## src/rtl/rcc_div_ramp_if.sv

```systemverilog
// Request/status bundle between the RCC register block (master) and the
// divide-select ramp sequencer (slave), including the div_sel feed to rcc_16_div.
interface rcc_div_ramp_if;
   logic       req_valid;
   logic [2:0] req_sel;
   logic       req_ready;
   logic       hold;
   logic [2:0] div_sel;
   logic [2:0] cur_lvl;
   logic       busy;
   logic       done;

   modport master (
      output req_valid, req_sel, hold,
      input  req_ready, div_sel, cur_lvl, busy, done
   );

   modport slave (
      input  req_valid, req_sel, hold,
      output req_ready, div_sel, cur_lvl, busy, done
   );
endinterface

```

## src/rtl/rcc_div_ramp_ctrl.sv

```systemverilog
// Ramp sequencer for rcc_16_div: walks div_sel toward a requested ratio one level
// per settle window so the divided clock never jumps by more than one octave at once.
module rcc_div_ramp_ctrl #(
   parameter int SETTLE_CYC = 32,
   parameter bit RAMP_EN    = 1'b1
) (
   input logic           i_clk,
   input logic           rst,
   rcc_div_ramp_if.slave rif
);
   localparam int            CW        = $clog2(SETTLE_CYC);
   localparam logic [CW-1:0] RELOAD    = CW'(SETTLE_CYC - 1);
   localparam logic [0:0]    ST_IDLE   = 1'b0;
   localparam logic [0:0]    ST_SETTLE = 1'b1;

   logic [0:0]    state_r, state_nx;
   logic [CW-1:0] cnt_r, cnt_nx;
   logic [2:0]    lvl_r, lvl_nx;
   logic [2:0]    tgt_r, tgt_nx;
   logic [2:0]    req_lvl;
   logic [2:0]    div_sel_r;
   logic          busy_r, done_r, done_nx, ready_r;

   function automatic logic [2:0] lvl_of(input logic [2:0] code);
      if (code[2]) begin
         return {1'b0, code[1:0]} + 3'd1;
      end else begin
         return 3'd0;
      end
   endfunction

   function automatic logic [2:0] code_of(input logic [2:0] lvl);
      case (lvl)
         3'd0:    return 3'b000;
         3'd1:    return 3'b100;
         3'd2:    return 3'b101;
         3'd3:    return 3'b110;
         3'd4:    return 3'b111;
         default: return 3'b000;
      endcase
   endfunction

   function automatic logic [2:0] step_lvl(input logic [2:0] cur, input logic [2:0] tgt);
      if (!RAMP_EN) begin
         return tgt;
      end else if (tgt > cur) begin
         return cur + 3'd1;
      end else if (tgt < cur) begin
         return cur - 3'd1;
      end else begin
         return cur;
      end
   endfunction

   // Next-state logic; an accept while hold is high parks in SETTLE with an
   // expired counter so the first step waits for hold to drop.
   always_comb begin
      state_nx = state_r;
      cnt_nx   = cnt_r;
      lvl_nx   = lvl_r;
      tgt_nx   = tgt_r;
      done_nx  = 1'b0;
      req_lvl  = lvl_of(rif.req_sel);
      case (state_r)
         ST_IDLE: begin
            if (rif.req_valid && ready_r) begin
               tgt_nx = req_lvl;
               if (req_lvl == lvl_r) begin
                  done_nx = 1'b1;
               end else if (rif.hold) begin
                  state_nx = ST_SETTLE;
                  cnt_nx   = {CW{1'b0}};
               end else begin
                  state_nx = ST_SETTLE;
                  lvl_nx   = step_lvl(lvl_r, req_lvl);
                  cnt_nx   = RELOAD;
               end
            end else begin
               state_nx = ST_IDLE;
            end
         end
         ST_SETTLE: begin
            if (rif.hold) begin
               cnt_nx = cnt_r;
            end else if (cnt_r != {CW{1'b0}}) begin
               cnt_nx = cnt_r - CW'(1);
            end else if (lvl_r != tgt_r) begin
               lvl_nx = step_lvl(lvl_r, tgt_r);
               cnt_nx = RELOAD;
            end else begin
               state_nx = ST_IDLE;
               done_nx  = 1'b1;
            end
         end
         default: begin
            state_nx = ST_IDLE;
         end
      endcase
   end

   // State and registered outputs; div_sel is re-encoded from the next level so it
   // moves on the same edge as cur_lvl.
   always_ff @(posedge i_clk) begin
      if (rst) begin
         state_r   <= ST_IDLE;
         cnt_r     <= {CW{1'b0}};
         lvl_r     <= 3'd0;
         tgt_r     <= 3'd0;
         div_sel_r <= 3'b000;
         busy_r    <= 1'b0;
         done_r    <= 1'b0;
         ready_r   <= 1'b0;
      end else begin
         state_r   <= state_nx;
         cnt_r     <= cnt_nx;
         lvl_r     <= lvl_nx;
         tgt_r     <= tgt_nx;
         div_sel_r <= code_of(lvl_nx);
         busy_r    <= (state_nx == ST_SETTLE);
         done_r    <= done_nx;
         ready_r   <= (state_nx == ST_IDLE);
      end
   end

   assign rif.div_sel   = div_sel_r;
   assign rif.cur_lvl   = lvl_r;
   assign rif.busy      = busy_r;
   assign rif.done      = done_r;
   assign rif.req_ready = ready_r;
endmodule

```

## src/flat_wrapper.sv

```systemverilog
// flat-port wrapper written by rule: the top's interface ports become plain ports
module rcc_div_ramp_ctrl_flat 
#(
   parameter int SETTLE_CYC = 32,
   parameter bit RAMP_EN    = 1'b1
)
  (i_clk, rst, rif_req_valid, rif_req_sel, rif_hold, rif_req_ready, rif_div_sel, rif_cur_lvl, rif_busy, rif_done);
  rcc_div_ramp_if rif_i ();
  input logic i_clk;
  input logic rst;
  input wire logic [$bits(rif_i.req_valid)-1:0] rif_req_valid;
  input wire logic [$bits(rif_i.req_sel)-1:0] rif_req_sel;
  input wire logic [$bits(rif_i.hold)-1:0] rif_hold;
  output wire logic [$bits(rif_i.req_ready)-1:0] rif_req_ready;
  output wire logic [$bits(rif_i.div_sel)-1:0] rif_div_sel;
  output wire logic [$bits(rif_i.cur_lvl)-1:0] rif_cur_lvl;
  output wire logic [$bits(rif_i.busy)-1:0] rif_busy;
  output wire logic [$bits(rif_i.done)-1:0] rif_done;
  assign rif_i.req_valid = rif_req_valid;
  assign rif_i.req_sel = rif_req_sel;
  assign rif_i.hold = rif_hold;
  assign rif_req_ready = rif_i.req_ready;
  assign rif_div_sel = rif_i.div_sel;
  assign rif_cur_lvl = rif_i.cur_lvl;
  assign rif_busy = rif_i.busy;
  assign rif_done = rif_i.done;
  rcc_div_ramp_ctrl #(.SETTLE_CYC(SETTLE_CYC), .RAMP_EN(RAMP_EN)) u_core (.i_clk(i_clk), .rst(rst), .rif(rif_i));
endmodule
```

## config.mk

```make
export PLATFORM = sky130hd
export DESIGN_NAME = rcc_div_ramp_ctrl_flat
export DESIGN_NICKNAME = d
export VERILOG_FILES = /design/src/rtl/rcc_div_ramp_if.sv /design/src/rtl/rcc_div_ramp_ctrl.sv /design/src/flat_wrapper.sv
export SDC_FILE = /design/constraint.sdc
export NUM_CORES = 1
export LEC_CHECK = 0
export CORE_ASPECT_RATIO = 1.1
export CORE_UTILIZATION = 35
export DETAILED_ROUTE_END_ITERATION = 7
export HOLD_SLACK_MARGIN = 0.02
export SYNTH_ARGS = -nofsm -noshare
export SYNTH_HDL_FRONTEND = slang
export SYNTH_SLANG_ARGS = --single-unit
```

## constraint.sdc

```tcl
create_clock -name i_clk -period 3.75 [get_ports i_clk]
set_input_delay 0.375 -clock i_clk [delete_from_list [all_inputs] [get_ports i_clk]]
set_output_delay 0.375 -clock i_clk [all_outputs]
set_load 0.02 [all_outputs]
```

After elaboration in Yosys (flattened, before gate mapping)

Index checks and enable logic that the tools add are counted.

Register bits after elaboration: 17
Latch bits: 0
RAM bits: 0
Memory bits (read-only): 0
Output and inout port bits: 9
Logic and storage cells: 63
Memories kept: 0

$add $sub $neg: 4
Multipliers: 0
Divide/modulo/power cells: 0
Magnitude comparators: 4
Equal/unequal tests: 10
Shifts and indexed selects: 0
Multiplexer cells: 32
Bitwise gates (word level): 2
Reduce and logical (&&, ||, !) cells: 4

Operators with widths:

| operator                                                                | count |
|---|---|
| 3-bit two-way mux                                                       | 11 |
| 5-bit two-way mux                                                       | 6 |
| 3-bit case mux with 4 select lines                                      | 1 |
| 1-bit two-way mux                                                       | 10 |
| 5-bit case mux with 2 select lines                                      | 1 |
| 3-bit by 2-bit == test with 1-bit output, second input constant         | 2 |
| 3-bit > comparator                                                      | 2 |
| 3-bit < comparator                                                      | 2 |
| 3-bit case mux with 2 select lines                                      | 1 |
| 5-bit nonzero test                                                      | 1 |
| 5-bit by 1-bit subtractor with 5-bit output, second input constant      | 1 |
| 2-bit inequality test, second input constant                            | 2 |
| 1-bit case mux with 2 select lines                                      | 2 |
| 4-bit AND reduction                                                     | 1 |
| 2-bit by 1-bit adder with 3-bit output, second input constant           | 1 |
| 3-bit by 1-bit adder with 3-bit output, second input constant           | 1 |
| 3-bit by 1-bit == test with 1-bit output, second input constant         | 1 |
| 3-bit == test                                                           | 1 |
| 3-bit == test, second input constant                                    | 1 |
| 3-bit inequality test                                                   | 1 |
| 3-bit inequality test, second input constant                            | 1 |
| 3-bit by 1-bit subtractor with 3-bit output, second input constant      | 1 |
| 2-bit by 1-bit inequality test with 1-bit output, second input constant | 1 |
| 1-bit NOT                                                               | 2 |
| other kinds (2)                                                         | 2 |

Logic depth before layout (Yosys ltp)

Word-level depth: 11
Depth in mapped cells: 9
Gate-level depth less buffers: 9

Worst setup path after synthesis

Ideal clock, no wire load.

Kind: input -> register
From: in rif_req_sel[0]
To: reg u_core.div_sel_r[1], in the netlist u_core.rif.div_sel[1]
Library setup time: 70 ps
Arrival: 2351 ps
Setup slack: 1330 ps
Stages: 9
Path buffers: 0
Cells stage by stage: ha_1 > and2_1 > ha_1 > and3_1 > or3_1 > o221ai_1 > a21oi_1 > a211o_1 > a21oi_1

Word-level cells in the longest chain between the ends: 11

RTL lines:

| element                                    | line                     | RTL |
|---|---|---|
| start: declaration                         | flat_wrapper.sv:12       | `input wire logic [$bits(rif_i.req_sel)-1:0] rif_req_sel;` |
| 2-bit by 1-bit adder with 3-bit output (*) | rcc_div_ramp_ctrl.sv:26  | `return {1'b0, code[1:0]} + 3'd1;` |
| 3-bit two-way mux (*)                      | rcc_div_ramp_ctrl.sv:25  | `if (code[2]) begin` |
| named net u_core.req_lvl[1]                | rcc_div_ramp_ctrl.sv:20  | `logic [2:0] req_lvl;` |
| 3-bit < comparator                         | rcc_div_ramp_ctrl.sv:48  | `end else if (tgt < cur) begin` |
| 3-bit two-way mux                          | rcc_div_ramp_ctrl.sv:48  |  |
| 3-bit two-way mux                          | rcc_div_ramp_ctrl.sv:46  | `end else if (tgt > cur) begin` |
| 3-bit two-way mux                          | rcc_div_ramp_ctrl.sv:70  | `end else if (rif.hold) begin` |
| 3-bit two-way mux (*)                      | rcc_div_ramp_ctrl.sv:68  | `if (req_lvl == lvl_r) begin` |
| 3-bit two-way mux (*)                      | rcc_div_ramp_ctrl.sv:66  | `if (rif.req_valid && ready_r) begin` |
| 3-bit case mux with 2 select lines (*)     | rcc_div_ramp_ctrl.sv:64  | `case (state_r)` |
| 3-bit == test (tied with other cells)      | rcc_div_ramp_ctrl.sv:33  | `case (lvl)` |
| 3-bit case mux with 4 select lines (*)     | rcc_div_ramp_ctrl.sv:33  |  |
| end signal: assignment                     | rcc_div_ramp_ctrl.sv:118 | `div_sel_r <= code_of(lvl_nx);` |
| end: declaration                           | rcc_div_ramp_ctrl.sv:21  | `logic [2:0] div_sel_r;` |

The timed path passes the listed nets; every way through them passes the cells marked *.
A chain may end at the register's enable or synchronous reset.

Final worst setup path

From: in rif_req_sel[0]
To: reg u_core.div_sel_r[2], in the netlist u_core.rif.div_sel[2]

Same word-level chain as after synthesis.

==> flow_summary.toml <==
[clock_network]
cts.sinks = 17
cts_resized = 0
cts_hold_buf = 0
numCtsBuffers = 3
htreeDepth = 1
clockBufferDepth = 2
cts.root.buffer_cell = "clkbuf_4"
clkTransAtPathRegs_ns = 0.11
cts_tree = "built"
postCtsSetupBuffers = 0
clock_latency_ns = 0.29

[route]
ant_nets = 0
routed.top_layer = "met4"
wl_met3_microns = 69
vias = 938
avgViaCountPerCell = 5.52
totalWireLength_mm = 2.19
wire_per_inst_microns = 12.9
drt-met1-wl_mm = 1.05
initialDrtViolationCount = 22
wl_met2_mm = 1.06
drc = 0
first_pass_iters = 4

[timing]
rsz0062_at_grt = "no"
tns_ns = 0
timing.fmax_mhz = 362
holdWs_ns = 0.474
hold_viol = 0
setup_viol = 0
drv_slew = 0
tightest_slew_ns = 0.648
fin_skew_ns = 0.000816
min_period_ns = 2.76
relSlewSlack = 0.568
fin_crit_sh = 0.737

[logic_synthesis]
synth_cell_types = 41
syn_area_per_cell_sq_um = 8.82
netlist_instances = 121
ys_warn_count = 0
netlist_area_sq_mm = 0.00107
ys_ff_latch = 17
yosysTopAreaCellShare = 0.319
synthTopCellsByArea = "dfxtp_1 32%, ha_1 12%, a21oi_1 7.5%"
yosysSeqAreaShare = 0.319
syn-num-nets = 138
synth_top_area_cell = "dfxtp_1"

[die]
die_w_microns = 54.7
coreArea_sq_mm = 0.00283
die_y_microns = 59.9
ios = 16
rows = 20
initial_utilization = 0.377
die_area_sq_mm = 0.00327

[layout]
final_common_cell = "dfxtp_1"
layout_common_cells = "17 x dfxtp_1, 16 x a21oi_1, 15 x clkdlybuf4s50_1"
nNetsFinal = 155
drive_gt1_frac = 0.117
n_antenna_cell = 0
area_growth_pct = 18.3
stdcell_count = 170

[pwr]
combPwrFrac = 0.369
swShare = 0.352
static-leakage-power_uw = 0.000476
p_per_area_mw_per_mm2 = 393
clkPwrFrac = 0.202
total_power_uw = 497
power_frac_seq = 0.429
p_switching_uw = 175
p_int_uw = 322
ir_drop_uv = 199

[worst_setup_path]
r2r-start = "u_core.rif.cur_lvl[2]$_SDFF_PP0_"
cp_max_fo = 5
end_kind = "flop"
r2r_setup_slack_ns = 1.39
critPathLaunch = "rif_req_sel[0]"
worst_setup_path_start_kind = "input pin"
cp.arrival_ns = 2.98
crit_required_ns = 3.96
worstSetupPathType = "input pin to flop"

[placed_design]
dp_hpwl_mm = 1.69
gp_congestion = 0.747
dp.cells = 166
io_buffers = 15

[run_status]
outcome = "complete, no violations"

[grt]
track_usage = 0.156
grt_max_degree = 18
antenna_found_initial = 0
gr-total-overflow = 0
grt_pass1_vias = 920
grt_pass1_wl_mm = 3.79

[hold_path]
hp-start = "u_core.tgt_r[0]$_SDFFE_PP0P_"
hold_path_class = "flop to flop"

[job]
drv_cap = 0
-- cell families after synthesis --
| logic type | synth area share |
|---|---|
| XOR/XNOR | 0.0164 |
| multiplexers | 0.00938 |
| adder cells (fa/ha/maj) | 0.117 |
| flip-flops | 0.319 |
| AO/OA/AOI/OAI | 0.218 |
| AND/OR/NAND/NOR | 0.277 |
| buffers and inverters | 0.0434 |
-- registers in the layout, indices dropped and copies added, names as in the netlist --
name,cells
u_core.rif.done,1
u_core.tgt_r,3
u_core.state_r,1
u_core.rif.div_sel,3
u_core.rif.cur_lvl,3
u_core.cnt_r,5
u_core.rif.req_ready,1
-- worst max-delay path, stage by stage --
cell and delay (ns):
clkdlybuf4s50_1 0.42, ha_1 0.29, and2_1 0.17, ha_1 0.28, and3_1 0.22, or3_1 0.40, o221ai_1 0.22, a21oi_1 0.16
a211o_1 0.31, a21oi_1 0.13
-- worst paths after layout --
kind                                            to  cells after the start
hold reg to reg       u_core.tgt_r[0]$_SDFFE_PP0P_                      2
setup reg to reg  u_core.rif.div_sel[2]$_SDFF_PP0_                      8
setup / recovery  u_core.rif.div_sel[2]$_SDFF_PP0_                     10
hold / removal        u_core.tgt_r[0]$_SDFFE_PP0P_                      2
-- power groups by stage --
stage | clock network (uW) | logic, uW | registers (uW)
final | 101 | 183 | 213
after global routing | 112 | 204 | 216
after CTS | 104 | 184 | 213
after detailed placement | 0 | 183 | 217
after global placement | 0 | 180 | 217
after floorplan | 0 | 123 | 226
-- cells in the mapped netlist (all sizes together) --
cell	n
dfxtp	17
a21oi	16
nand2	11
ha	10
nor2	7
inv	6
nor2b	5
a211o	4
o21ai	4
and2	3
and3	3
nand3	3
nand3b	3
nor3	3
a311o	2
buf	2
nand2b	2
nand4	2
o221ai	2
or3	2
xnor2	2
a21bo	1
a21o	1
a221o	1
a22oi	1
a31o	1
clkbuf	1
mux2i	1
nor4	1
nor4b	1
o211ai	1
o21a	1
or2	1
-- through the flow --
step	setup WS, ns	area (sq um)	utilization
CTS	0.986	1260	0.446
detailed placement	0.677	1230	0.437
global route	0.815	1260	0.446
finish	0.986	1260	0.446
global placement	0.768	1230	0.437
floorplan	1.33	1070	-
-- cell type report --
| type | instances | area (sq um) |
|---|---|---|
| fillers | 271 | 1570 |
| multi-input cells | 95 | 681 |
| flip-flops and latches | 17 | 340 |
| repair buffers | 15 | 150 |
| well taps | 33 | 41.3 |
| clock buffers | 3 | 22.5 |
| inverters | 6 | 22.5 |
| clock inverters | 1 | 5.00 |
-- routing by layer --
layer / vias up / GRT usage
met5: - / 0
met4: 0 / 0.0330
met3: 2 / 0.0229
met2: 15 / 0.269
met1: 444 / 0.199
li1: 477 / -
No activity file was read; power rests on OpenSTA's default activity.
